==> config.mk <==
export PLATFORM = sky130hd
export DESIGN_NAME = mult9_issue_ctrl
export DESIGN_NICKNAME = d
export VERILOG_FILES = /design/src/rtl/mult9_issue_ctrl_pkg.sv /design/src/rtl/mult9_issue_ctrl_sat_sum9.sv /design/src/rtl/mult9_issue_ctrl.sv
export SDC_FILE = /design/constraint.sdc
export NUM_CORES = 1
export LEC_CHECK = 0
export ABC_AREA = 1
export ABC_CLOCK_PERIOD_IN_PS = 4100
export BUFFER_PORTS_ARGS = -buffer_cell sky130_fd_sc_hd__clkbuf_2
export CORE_AREA = 4 4 342 344
export CTS_CLUSTER_DIAMETER = 200
export DETAILED_ROUTE_END_ITERATION = 12
export DIE_AREA = 0 0 346 348
export GPL_ROUTABILITY_DRIVEN = 1
export PLACE_DENSITY = 0.36
export REMOVE_ABC_BUFFERS = 1
export SETUP_SLACK_MARGIN = 0.05
export SLEW_MARGIN = 20
export SYNTH_ARGS = -nofsm -noshare
export SYNTH_HDL_FRONTEND = slang
export SYNTH_SLANG_ARGS = --single-unit
==> constraint.sdc <==
create_clock -name clk -period 4.1 [get_ports clk]
set_input_delay 0.41 -clock clk [delete_from_list [all_inputs] [get_ports clk]]
set_output_delay 0.41 -clock clk [all_outputs]
set_load 0.01 [all_outputs]
==> src/rtl/mult9_issue_ctrl_pkg.sv <==
// mult9_issue_ctrl_pkg: shared Q4.12 constants, lane count and controller state encoding
package mult9_issue_ctrl_pkg;
  localparam int FRAC = 12;
  localparam logic [15:0] QMAX = 16'h7FFF;
  localparam logic [15:0] QMIN = 16'h8000;
  localparam int LANES = 9;
  typedef enum logic [2:0] {IDLE, ISSUE, ARM, WAIT, HOLD} state_t;
endpackage

==> src/rtl/mult9_issue_ctrl_sat_sum9.sv <==
// sat_sum9: combinational signed sum of nine Q4.12 lanes, clamped to the Q4.12 range
module sat_sum9
  import mult9_issue_ctrl_pkg::*;
#(
  parameter int N = 16
) (
  input  logic [LANES*N-1:0] lanes,
  output logic [N-1:0]       sum
);
  logic signed [19:0] acc;
  // 20 bits hold nine full-scale lanes without overflow before clamping
  always_comb begin
    acc = '0;
    for (int i = 0; i < LANES; i++) acc = acc + 20'(signed'(lanes[i*N +: N]));
    sum = acc > 20'sd32767 ? QMAX : acc < -20'sd32768 ? QMIN : acc[N-1:0];
  end
endmodule

==> src/rtl/mult9_issue_ctrl.sv <==
// mult9_issue_ctrl: start/busy initiator for the 9-lane Q4.12 multiplier; MULT9_SUM_EN adds saturated lane sum out_sum
module mult9_issue_ctrl
  import mult9_issue_ctrl_pkg::*;
#(
  parameter int N       = 16,
  parameter int LANES   = mult9_issue_ctrl_pkg::LANES,
  parameter int TIMEOUT = 64
) (
  input  logic               clk,
  input  logic               rst_n,
  input  logic               in_valid,
  output logic               in_ready,
  input  logic [LANES*N-1:0] in_a,
  input  logic [LANES*N-1:0] in_b,
  output logic               mul_start,
  output logic [LANES*N-1:0] mul_a,
  output logic [LANES*N-1:0] mul_b,
  input  logic               mul_busy,
  input  logic [LANES*N-1:0] mul_o,
  output logic               out_valid,
  input  logic               out_ready,
  output logic [LANES*N-1:0] out_data,
`ifdef MULT9_SUM_EN
  output logic [N-1:0]       out_sum,
`endif
  output logic               err_timeout
);
  localparam int CW = $clog2(TIMEOUT) + 1;
  state_t state;
  logic [CW-1:0] cnt;
  logic tmo;
  assign tmo = cnt == CW'(TIMEOUT - 1);
`ifdef MULT9_SUM_EN
  logic [N-1:0] sum_c;
  sat_sum9 #(.N(N)) u_sum (.lanes(mul_o), .sum(sum_c));
`endif
  // single-operation FSM; all outputs registered, timeout shares the ARM/WAIT counter
  always_ff @(posedge clk or negedge rst_n) begin
    if (!rst_n) begin
      state       <= IDLE;
      in_ready    <= 1'b0;
      mul_start   <= 1'b0;
      mul_a       <= '0;
      mul_b       <= '0;
      out_valid   <= 1'b0;
      out_data    <= '0;
      err_timeout <= 1'b0;
      cnt         <= '0;
`ifdef MULT9_SUM_EN
      out_sum     <= '0;
`endif
    end else begin
      mul_start <= 1'b0;
      case (state)
        IDLE: begin
          if (in_valid && in_ready) begin
            mul_a     <= in_a;
            mul_b     <= in_b;
            mul_start <= 1'b1;
            in_ready  <= 1'b0;
            state     <= ISSUE;
          end else in_ready <= 1'b1;
        end
        ISSUE: begin
          cnt   <= '0;
          state <= ARM;
        end
        ARM, WAIT: begin
          cnt <= cnt + 1'b1;
          if (state == ARM && mul_busy) state <= WAIT;
          else if (state == WAIT && !mul_busy) begin
            out_data  <= mul_o;
            out_valid <= 1'b1;
            state     <= HOLD;
`ifdef MULT9_SUM_EN
            out_sum   <= sum_c;
`endif
          end else if (tmo) begin
            err_timeout <= 1'b1;
            out_data    <= '0;
            out_valid   <= 1'b1;
            state       <= HOLD;
`ifdef MULT9_SUM_EN
            out_sum     <= '0;
`endif
          end
        end
        HOLD: begin
          if (out_ready) begin
            out_valid <= 1'b0;
            in_ready  <= 1'b1;
            state     <= IDLE;
          end
        end
        default: state <= IDLE;
      endcase
    end
  end
endmodule

# Yosys cells after proc, flatten, opt, wreduce, memory -nomap -nowiden
# Cells that the tools add are included.
[totals] inputBits=437 register_bits=446
[classes] n_addsub=1 eq_ne=10 mux=19 n_reduce_logical=16 n_bitwise=2
[ops] operator="144-bit two-way mux" n=2
[ops] operator="3-bit two-way mux" n=5
[ops] operator="7-bit one-hot mux with 2 select lines" n=1
[ops] operator="3-bit one-hot mux with 4 select lines" n=1
[ops] operator="1-bit two-way mux" n=8
[ops] operator="4-bit AND reduction" n=2
[ops] operator="2-bit nonzero test" n=4
[ops] operator="7-bit by 1-bit adder with 7-bit output, second input constant" n=1
[ops] operator="7-bit by 6-bit equality test with 1-bit output, second input constant" n=1
[ops] operator="3-bit by 2-bit equality test with 1-bit output, second input constant" n=2
[ops] operator="2-bit != test, second input constant" n=3
[ops] operator="3-bit AND reduction" n=2
[ops] operator="4-bit != test, second input constant" n=1
[ops] operator="1-bit one-hot mux with 2 select lines" n=2
[ops] operator="2-bit AND reduction" n=2
[ops] operator="3-bit by 1-bit equality test with 1-bit output, second input constant" n=1
[ops] operator="3-bit equality test, second input constant" n=1
[ops] operator="1-bit logical AND" n=3
[ops] operator="3-bit logical NOT" n=1
[ops] operator="3-bit != test, second input constant" n=1
[ops] operator="1-bit inverter" n=2
[ops] operator="2-bit OR reduction" n=1
[ops] operator="1-bit logical NOT" n=1

# Depth between registers and ports, before layout
# Gate-level depths: netlist (run 1).
[depth] depth_word=5 depth_mapped=10 depth_no_buf=8

# Worst setup path before layout (run 1)
# No wires, ideal clock.
[synth_timing] kind="register to register" startpoint="register in_ready" endpoint="register mul_a[59]" period_less_slack_ns=1.583 slack_ns=2.517 path_stages_with_launch=9 n_path_buf=4 arrival_ns=1.460 cell_sequence="dfrtp_1 -> nand2_1 -> clkbuf_1 -> buf_2 -> nor2_8 -> buf_4 -> buf_2 -> nand2_1 -> nand2_1"
[synth_via] elab_chain_len=2
[synth_rtl] item="start, declared" line="mult9_issue_ctrl.sv:12" source="output logic in_ready,"
[synth_rtl] item="start signal, assigned" line="mult9_issue_ctrl.sv:41" source="in_ready <= 1'b0;"
[synth_rtl] item="start signal, assigned" line="mult9_issue_ctrl.sv:60" source="in_ready <= 1'b0;"
[synth_rtl] item="start signal, assigned" line="mult9_issue_ctrl.sv:62" source="end else in_ready <= 1'b1;"
[synth_rtl] item="1-bit logical AND" line="mult9_issue_ctrl.sv:56" source="if (in_valid && in_ready) begin"
[synth_rtl] item="2-bit AND reduction (no source line)"
[synth_rtl] item="end signal, assigned" line="mult9_issue_ctrl.sv:57" source="mul_a <= in_a;"
[synth_rtl] item="end, declared" line="mult9_issue_ctrl.sv:16" source="output logic [LANES*N-1:0] mul_a,"
# Every way passes these cells.
# A chain may end at the register's enable or synchronous reset.

# Final worst setup path (run 1)
[layout_timing] startpoint="register state[2]" endpoint="register out_data[37]"
[layout_via] elab_chain_len=4 word_cells_on_any_way=9
[layout_rtl] item="start, declared" line="mult9_issue_ctrl.sv:29" source="state_t state;"
[layout_rtl] item="start signal, assigned" line="mult9_issue_ctrl.sv:40" source="state <= IDLE;"
[layout_rtl] item="start signal, assigned" line="mult9_issue_ctrl.sv:61" source="state <= ISSUE;"
[layout_rtl] item="start signal, assigned" line="mult9_issue_ctrl.sv:66" source="state <= ARM;"
[layout_rtl] item="3-bit by 2-bit equality test with 1-bit output (on tied branches)" line="mult9_issue_ctrl.sv:54, mult9_issue_ctrl.sv:71, mult9_issue_ctrl.sv:70"
[layout_rtl] item="1-bit logical AND (on tied branches)" line="mult9_issue_ctrl.sv:71, mult9_issue_ctrl.sv:70"
[layout_rtl] item="2-bit nonzero test (no source line) / 1-bit inverter (equally long branches)"
[layout_rtl] item="3-bit AND reduction (no source line)"
[layout_rtl] item="end signal, assigned" line="mult9_issue_ctrl.sv:72" source="out_data <= mul_o;"
[layout_rtl] item="end, declared" line="mult9_issue_ctrl.sv:22" source="output logic [LANES*N-1:0] out_data,"
# Parallel ways exist; a longest one is shown, timed or not.

==> impl_metrics.yaml, run 1 <==
synth:
  synth-simple-area-share_pct: 24.0
  ys_warn_count: 0
  synth_edf_count: 0
  synth_top_area_share_pct: 63.4
  postSynthCellCount: 1962
  synth_xor_area_share_pct: 0.0498
  synth_top_cell_by_area: "dfrtp_1"
  synth-seq-cells: 446
  async_flop_share_pct: 100
  synth.avg_cell_area_um2: 8.97
  synth.most_common_cell: "nand2_1"
  synth_fa_ha_area_share_pct: 0.0711
  synthTopCellsByCount: "895 x nand2_1, 446 x dfrtp_1, 295 x o21ai_0"
  synth_top_family_by_area: "simple AND/OR/NAND/NOR gates"
  synth_compound_gate_area_share_pct: 8.60
  ys.flop_type: "dfrtp_1"
  ys_seq_area_share_pct: 63.4
  netlist_top_cells_area: "dfrtp_1 63%, nand2_1 19%, o21ai_0 8.4%"
  syn_area_um2: 17600
  yosys.cell_types.count: 22
  synth_mux_area_share_pct: 0
timing:
  max_freq_mhz: 398
  fin_ws_ps: 1580
  setup_viol: 0
  relSlewSlack_pct: 27.4
  tightest_slew_ps: 1090
  fin_crit_sh_pct: 61.4
  maxSlewViolCount: 0
  fin_skew_ps: 19.3
  period_needed_ps: 2520
  tns_ps: 0
  hold_viol: 0
  rsz0062_at_grt: "false"
  hold_slack_ps: 43.9
clocking:
  cts.htree.levels: 2
  ctsHoldBuffers: 416
  clock_latency_ps: 620
  cts_made_buffers: 56
  cts_tree: "done"
  postCtsSetupBuffers: 0
  clk_pin_slew_worst_paths_ps: 60
  cts_max_path_buffers: 3
  cts-root-buf: "clkbuf_16"
  cts_resized: 0
  cts.sinks: 446
grt:
  grt_max_degree: 195
  first_global_vias: 19434
  antenna_found_initial: 5
  grt_overflow: 0
  grt_pass1_wl_um: 123000
  grt.total_usage_pct: 12.9
critical_path:
  cp-end-kind: "flop"
  cp_data_required_time_ps: 4600
  slowest_stage: "nor2_4"
  arrival_ps: 3010
  crit_top_cell: "nand2_1"
  path_max_fanout: 86
  worst_path_largest_cell_delay_ps: 510
  startpoint_type: "flop"
  crit_chain: "nor2_4 -> nand2_1 -> nand2_1 -> nand2_4 -> buf_12 -> nand2_1 -> nand2_1"
  critPathKind: "reg -> reg"
  timing.critical_path.buf_inv: 1
  worst-path-stages: 7
  path_delay_family: "simple AND/OR/NAND/NOR gates"
  reg2regPathDepth: 7
layout:
  design_area_um2: 29600
  multi_input_area_um2: 5790
  layout.nets: 3636
  drive_gt1_share_pct: 30.7
  nFillCells: 12533
  final_util_pct: 26.0
  regArea_um2: 11200
  syn_to_final_growth_pct: 68.2
pwr:
  p_leak_uw: 0.0154
  p_per_area_nw_per_um2: 692
  ir_worst_vdd_mv: 0.302
floorplanning:
  io_pins: 873
  dieHeight_um: 348
  core_um2: 114000
  die_w_um: 346
  rows: 124
  die_area_um2: 120000
  start_util_pct: 15.5
detailed_routing:
  vias_per_cell: 3.82
  wl_per_cell_um: 17.1
  ant_nets: 0
  wl_met1_um: 33400
  dr_wl_met3_um: 6140
  drt_iter0_drc: 789
  num_vias: 18177
  highest_layer: "met5"
  met2WireLength_um: 39200
  wirelength_um: 81500
  drc: 0
  first_pass_iters: 5
job:
  cap_violations: 0
placed_design:
  post-dp-hpwl_um: 57100
  placed_cell_area_um2: 23600
  gp_congestion: 0.810
  post-place-ws_ps: 1550
  port_buffers: 872
worst_hold_path:
  hp-class: "in -> reg"
  holdPathStages: 3
run_status:
  status: "completed"
-- per-stage QoR --
| stage | power, uW | std cells |
|---|---|---|
| 2_1_floorplan | 11100 | 1819 |
| 3_3_place_gp | 15400 | 4236 |
| 3_5_place_dp | 15400 | 4236 |
| 4_1_cts | 20900 | 4751 |
| 5_1_grt | 22000 | 4751 |
| 6_report | 20500 | 4753 |
-- state kept, by name, summed over array words and instances, names as in the netlist --
signal       flops
cnt              7
state            3
in_ready         1
out_valid        1
out_data       144
mul_start        1
mul_b          144
mul_a          144
err_timeout      1
-- area by class of cell --
type	instances	area share (%)
flip-flops and latches	446	37.7
repair buffers	1321	30.1
multi-input cells	1366	19.6
well taps	1512	6.39
clock buffers	88	5.65
clock inverters	11	0.482
inverters	7	0.0888
diodes	2	0.0169
-- kinds of logic (layout without fill, tap and decap cells) --
| family | after synthesis | in the layout |
|---|---|---|
| xor+xnor | 1 | 1 |
| simple gates | 1063 | 1063 |
| flops | 446 | 446 |
| fa+ha+maj | 1 | 1 |
| compound gates | 301 | 301 |
| buf+inv | 150 | 1427 |
| other cells | 0 | 2 |
-- worst register-to-register path, cell delays in order (launching register included) --
cell and delay [ps]:
dfrtp_1 480, nor2_4 510, nand2_1 140, nand2_1 140, nand2_4 410, buf_12 480, nand2_1 180, nand2_1 50
-- metal layers --
metal  up-vias  track usage [%]
li1       8756                -
met1      8651             15.6
met2       636             21.9
met3       130             4.10
met4         4             4.16
met5         -                0
-- cell usage in the layout (no fill, tap or decap), types with 3 or more instances in the layout --
cell type	netlist	routed
a21oi_1	3	3
buf_12	0	10
buf_4	15	23
clkbuf_1	77	18
clkbuf_16	0	57
clkbuf_2	0	871
clkbuf_8	0	13
clkinv_2	0	5
dfrtp_1	446	446
dlygate4sd3_1	0	416
inv_1	5	5
nand2_1	895	893
nand3_1	152	152
nor2_1	9	9
nor2_4	2	3
o21ai_0	295	295
-- path summary, 6_finish.rpt --
| kind | start | to | slack [ps] |
|---|---|---|---|
| hold / removal | in_b[8] | mul_b[8] | 40 |
| setup / recovery | state[2] | out_data[37] | 1580 |
| setup reg to reg | state[2] | out_data[37] | 1580 |
| hold reg to reg | out_data[31] | out_data[31] | 470 |
| max in group asynchronous | rst_n | mul_a[81] | 2580 |
| min in group asynchronous | rst_n | out_data[102] | 390 |
-- where the power goes --
group	switching [uW]	internal, uW	leakage (uW)
clock network	2050	2920	0.000893
logic	5210	2770	0.00904
registers	1090	6440	0.00549
total	8350	12100	0.0154
No activity file was read; power rests on OpenSTA's default activity.
==> run 2, diff against run 1 <==
--- a/config.mk
+++ b/config.mk
@@ -6,7 +6,7 @@
 export NUM_CORES = 1
 export LEC_CHECK = 0
 export ABC_AREA = 1
-export ABC_CLOCK_PERIOD_IN_PS = 4100
+export ABC_CLOCK_PERIOD_IN_PS = 2320
 export BUFFER_PORTS_ARGS = -buffer_cell sky130_fd_sc_hd__clkbuf_2
 export CORE_AREA = 4 4 342 344
 export CTS_CLUSTER_DIAMETER = 200
==> constraint.sdc (replaced) <==
create_clock -name clk -period 2.32 [get_ports clk]
set_input_delay 0.232 -clock clk [delete_from_list [all_inputs] [get_ports clk]]
set_output_delay 0.232 -clock clk [all_outputs]
set_load 0.01 [all_outputs]
==> run 2 against run 1 <==
- setup slack lost 1100 ps
- critical path depth grew 2
- hold slack gained 120 ps
- first-iteration DRC count grew 8.0%
- die area is the same
- utilization grew 0.50 points
- combinational power grew 81%
- power grew 80%
- maximum frequency grew 34%
- largest cell class unchanged
- sequential share of layout area shrank 0.72 points
- clock skew grew 2.0 ps
- final cell count grew 0.99%
==> impl_metrics.yaml, run 2 (synthesized netlist as in run 1, its figures left out) <==
floorplanning:
  die_area_um2: 120000
  start_util_pct: 15.5
  dieHeight_um: 348
  die_w_um: 346
  io_pins: 873
  core_um2: 114000
  rows: 124
clocking:
  cts.htree.levels: 2
  postCtsSetupBuffers: 0
  cts_made_buffers: 55
  cts_max_path_buffers: 3
  clock_latency_ps: 620
  ctsHoldBuffers: 435
  cts-root-buf: "clkbuf_16"
  cts_tree: "done"
  cts.sinks: 446
  clk_pin_slew_worst_paths_ps: 60
  cts_resized: 0
critical_path:
  critPathKind: "reg -> reg"
  path_max_fanout: 80
  cp_data_required_time_ps: 2820
  reg2reg_from: "cnt[0]"
  r2r-end: "out_data[21]"
  startpoint_type: "flop"
  cp-end-kind: "flop"
  arrival_ps: 2370
  rrSetupSlack_ps: 450
  reg2regPathDepth: 9
layout:
  drive_gt1_share_pct: 31.3
  layout.nets: 3679
  syn_to_final_growth_pct: 71.5
  final_common_cell: "nand2_1"
  nFillCells: 12497
  design_area_um2: 30200
  fin_cells: 4800
  mostFrequentLayoutCells: "893 x nand2_1, 871 x clkbuf_2, 446 x dfrtp_1"
  reg_top3: "mul_a: 144 flops, mul_b: 144 flops, out_data: 144 flops"
worst_hold_path:
  min_from: "in_valid"
  holdPathStages: 4
  min_to: "mul_a[85]"
  hp-class: "in -> reg"
timing:
  relSlewSlack_pct: 60.9
  rsz0062_at_grt: "false"
  period_needed_ps: 1870
  maxSlewViolCount: 0
  fin_crit_sh_pct: 80.8
  max_freq_mhz: 534
  tightest_slew_ps: 587
  setup_viol: 0
  hold_viol: 0
  fin_skew_ps: 21.3
pwr:
  ir_worst_vdd_mv: 0.605
  p_per_area_nw_per_um2: 1220
  p_leak_uw: 0.0157
grt:
  first_global_vias: 19664
  grt.total_usage_pct: 13.0
  grt_pass1_wl_um: 123000
  antenna_found_initial: 6
  grt_max_degree: 106
  grt_overflow: 0
detailed_routing:
  wirelength_um: 81600
  drc: 0
  wl_per_cell_um: 17.0
  ant_nets: 0
  num_vias: 18333
  drt_iter0_drc: 852
  first_pass_iters: 5
  vias_per_cell: 3.82
placed_design:
  dpl.cell_count: 4261
  placed_cell_area_um2: 23900
  gp_congestion: 0.850
  post-dp-hpwl_um: 59000
  port_buffers: 872
job:
  cap_violations: 0
run_status:
  status: "completed"
run 2: changes by cell type in the layout (fill, tap and decap cells not counted), sizes merged:
cell	delta
bufinv	+5
dlygate4sd3	+19
clkinv	+6
clkbuf	-12
clkinvlp	+1
buf	+25
diode	+3
run 2: critical path, cell delays in order (launching register included):
cell     delay, ps
dfrtp_1        410
ha_1           220
nand2_1         80
nor2_1         200
nand2_1        130
nand2_1        130
nand2_4        110
buf_12         230
nand2_1        120
nand2_1         50
run 2: power breakdown:
group / total (uW) / internal, uW / switching [uW] / leakage (uW)
logic: 14400 / 5200 / 9230 / 0.00928
registers: 13300 / 11400 / 1920 / 0.00549
clock network: 9100 / 5470 / 3630 / 0.000930
total: 36800 / 22100 / 14800 / 0.0157
run 2: worst max-delay path by stage:
stage	startpoint	endpoint	slack, ps	depth (start not counted)
after floorplan	in_ready	mul_start	-4030	2
after global placement	state[0]	mul_b[128]	480	6
after detailed placement	state[0]	mul_a[27]	410	6
after CTS	state[1]	mul_a[27]	410	6
after global routing	cnt[0]	out_data[31]	280	9
final	cnt[0]	out_data[21]	450	9
run 2: area by class of cell:
| type | count | area (um^2) | share of cell area [%] |
|---|---|---|---|
| Sequential cell | 446 | 11200 | 37.0 |
| Tap cell | 1512 | 1890 | 6.27 |
| Timing Repair Buffer | 1365 | 9410 | 31.2 |
| Inverter | 7 | 26.3 | 0.0871 |
| Multi-Input combinational cell | 1366 | 5790 | 19.2 |
| Antenna cell | 5 | 12.5 | 0.0415 |
| Clock buffer | 76 | 1570 | 5.19 |
| Clock inverter | 23 | 312 | 1.03 |
run 2: metal layers:
metal / vias to the layer above / track usage (%) / part of all wire [%]
met5: - / 0 / 0.016
met4: 2 / 5.27 / 4.4
met3: 158 / 4.09 / 7.7
met2: 690 / 21.8 / 47
met1: 8631 / 15.5 / 41
li1: 8852 / - / -
run 2: per-stage QoR:
stage	hold slack, ps	setup TNS (ps)	setup WS, ps	power (uW)	utilization (%)
final	160	0	446	36800	26.5
after floorplan	-63.6	-1678660	-4030	19600	-
after global placement	227	0	484	27600	21.0
after global routing	177	0	280	39700	26.5
after CTS	111	0	412	37700	26.5
after detailed placement	230	0	414	27600	21.0
==> run 3, diff against run 2 <==
--- a/config.mk
+++ b/config.mk
@@ -6,14 +6,14 @@
 export NUM_CORES = 1
 export LEC_CHECK = 0
 export ABC_AREA = 1
-export ABC_CLOCK_PERIOD_IN_PS = 2320
+export ABC_CLOCK_PERIOD_IN_PS = 1700
 export BUFFER_PORTS_ARGS = -buffer_cell sky130_fd_sc_hd__clkbuf_2
-export CORE_AREA = 4 4 342 344
+export CORE_AREA = 4 4 334 336
 export CTS_CLUSTER_DIAMETER = 200
 export DETAILED_ROUTE_END_ITERATION = 12
-export DIE_AREA = 0 0 346 348
+export DIE_AREA = 0 0 338 340
 export GPL_ROUTABILITY_DRIVEN = 1
-export PLACE_DENSITY = 0.36
+export PLACE_DENSITY = 0.38
 export REMOVE_ABC_BUFFERS = 1
 export SETUP_SLACK_MARGIN = 0.05
 export SLEW_MARGIN = 20
==> constraint.sdc (replaced) <==
create_clock -name clk -period 1.7 [get_ports clk]
set_input_delay 0.17 -clock clk [delete_from_list [all_inputs] [get_ports clk]]
set_output_delay 0.17 -clock clk [all_outputs]
set_load 0.01 [all_outputs]
==> run 3 against run 2 <==
- clock skew down 4.3 ps
- final cell count down 0.46%
- sequential power up 37%
- combinational power up 45%
- register-to-register slack worse by 320 ps
- design area up 2.2%
- non-clock buffer count up 70
- routed wire length up 2.2%
- hold slack worse by 82 ps
- critical path depth down 2
- utilization up 1.9 points
==> impl_metrics.yaml, run 3 (synthesized netlist as in run 1, its figures left out) <==
timing:
  setup_viol: 0
  period_needed_ps: 1580
  fin_crit_sh_pct: 92.7
  relSlewSlack_pct: 69.2
  fin_ws_ps: 124
  tightest_slew_ps: 463
  rsz0062_at_grt: "true"
  hold_slack_ps: 78.5
  fin_skew_ps: 17.0
  max_freq_mhz: 635
  maxSlewViolCount: 0
  hold_viol: 0
  tns_ps: 0
layout:
  drive_gt1_share_pct: 32.8
  final_util_pct: 28.4
  syn_to_final_growth_pct: 75.2
  final_common_cell: "nand2_1"
  reg_top3: "mul_a: 144 flops, mul_b: 144 flops, out_data: 144 flops"
  mostFrequentLayoutCells: "891 x nand2_1, 871 x clkbuf_2, 446 x dfrtp_1"
  layout.nets: 3751
floorplanning:
  die_area_um2: 115000
  start_util_pct: 16.2
  io_pins: 873
  die_w_um: 338
  core_um2: 109000
  dieHeight_um: 340
  rows: 121
critical_path:
  startpoint_type: "flop"
  startpoint: "state[1]"
  crit_top_cell: "nand2_1"
  arrival_ps: 2140
  slowest_stage: "dfrtp_1"
  rrSetupSlack_ps: 120
  timing.critical_path.buf_inv: 2
  reg2reg_from: "state[1]"
  cp-end-kind: "flop"
  critPathKind: "reg -> reg"
  path_delay_family: "simple AND/OR/NAND/NOR gates"
  crit_chain: "nor2_4 -> nand2_8 -> nor2_8 -> buf_12 -> buf_4 -> nand2_1 -> nand2_1"
  cp_data_required_time_ps: 2270
  path_max_fanout: 24
  worst_path_largest_cell_delay_ps: 430
placed_design:
  post-dp-hpwl_um: 61500
  post-place-ws_ps: 107
  gp_congestion: 0.838
  port_buffers: 872
run_status:
  status: "completed"
grt:
  gr-usage-met1_pct: 16.7
  met3_usage_pct: 4.13
  grt.busiest_layer: "met2"
  antenna_found_initial: 13
  first_global_vias: 19889
  grt_overflow: 0
  met2_usage_pct: 23.9
  grt_pass1_wl_um: 124000
  grt.total_usage_pct: 13.9
  grt_max_degree: 60
clocking:
  clk_pin_slew_worst_paths_ps: 60
  cts.htree.levels: 2
  clock_latency_ps: 630
  cts-root-buf: "clkbuf_16"
  cts_made_buffers: 57
  cts_tree: "done"
  cts.sinks: 446
  cts_max_path_buffers: 3
job:
  cap_violations: 0
detailed_routing:
  vias_per_cell: 3.89
  drc: 0
  wl_per_cell_um: 17.5
  first_pass_iters: 4
  wirelength_um: 83400
  ant_nets: 0
  drt_iter0_drc: 751
  num_vias: 18569
pwr:
  p_leak_uw: 0.0161
  ir_worst_vdd_mv: 0.844
  p_total_uw: 51500
  p_per_area_nw_per_um2: 1670
worst_hold_path:
  hp-class: "in -> async"
[run 3: cell count changes in the layout (fill, tap and decap cells not counted), sizes merged]
cell | before | now
buf | 59 | 126
clkbuf | 947 | 957
diode | 5 | 9
clkinv | 13 | 10
bufinv | 7 | 5
clkinvlp | 1 | 2
inv | 9 | 8
[run 3: cell type report]
cell class              count  area, um^2
diodes                      9        22.5
multi-input cells        1366        5800
clock buffers              83        1630
clock inverters            18         254
fillers                 11787       77700
well taps                1414        1770
repair buffers           1435       10200
inverters                   7        26.3
flip-flops and latches    446       11200
[run 3: routing by layer]
layer	part of all wire (%)	vias to the layer above	wire, um
met5	0.060	-	50
li1	-	9019	-
met1	41	8796	34400
met3	7.5	126	6270
met2	49	620	40500
met4	2.7	8	2220
[run 3: stage by stage]
step	cells	instance area [um^2]
finish	4778	30800
floorplan	1819	16900
detailed placement	4227	24400
global placement	4227	24400
CTS	4763	30700
global route	4774	30800
[run 3: worst paths after layout]
kind	cells after the start	endpoint
max	7	mul_b[115]
min in group clk	5	in_ready
max reg2reg	7	mul_b[115]
max in group asynchronous	3	mul_b[117]
min reg2reg	2	out_data[37]
min	2	mul_b[27]
[run 3: power breakdown]
group | switching, uW | leakage (uW) | internal (uW)
Clock | 5040 | 0.000916 | 7370
Combinational | 12900 | 0.00972 | 8050
Sequential | 2660 | 0.00549 | 15500
Total | 20600 | 0.0161 | 30900
[run 3: timing repair]
item                                   in CTS  in global routing
resized for setup                           0                  9
endpoints found under the hold margin     883                  0
setup endpoints to repair                   0                152
buffers inserted                            0                  3
hold buffers                              435                  0
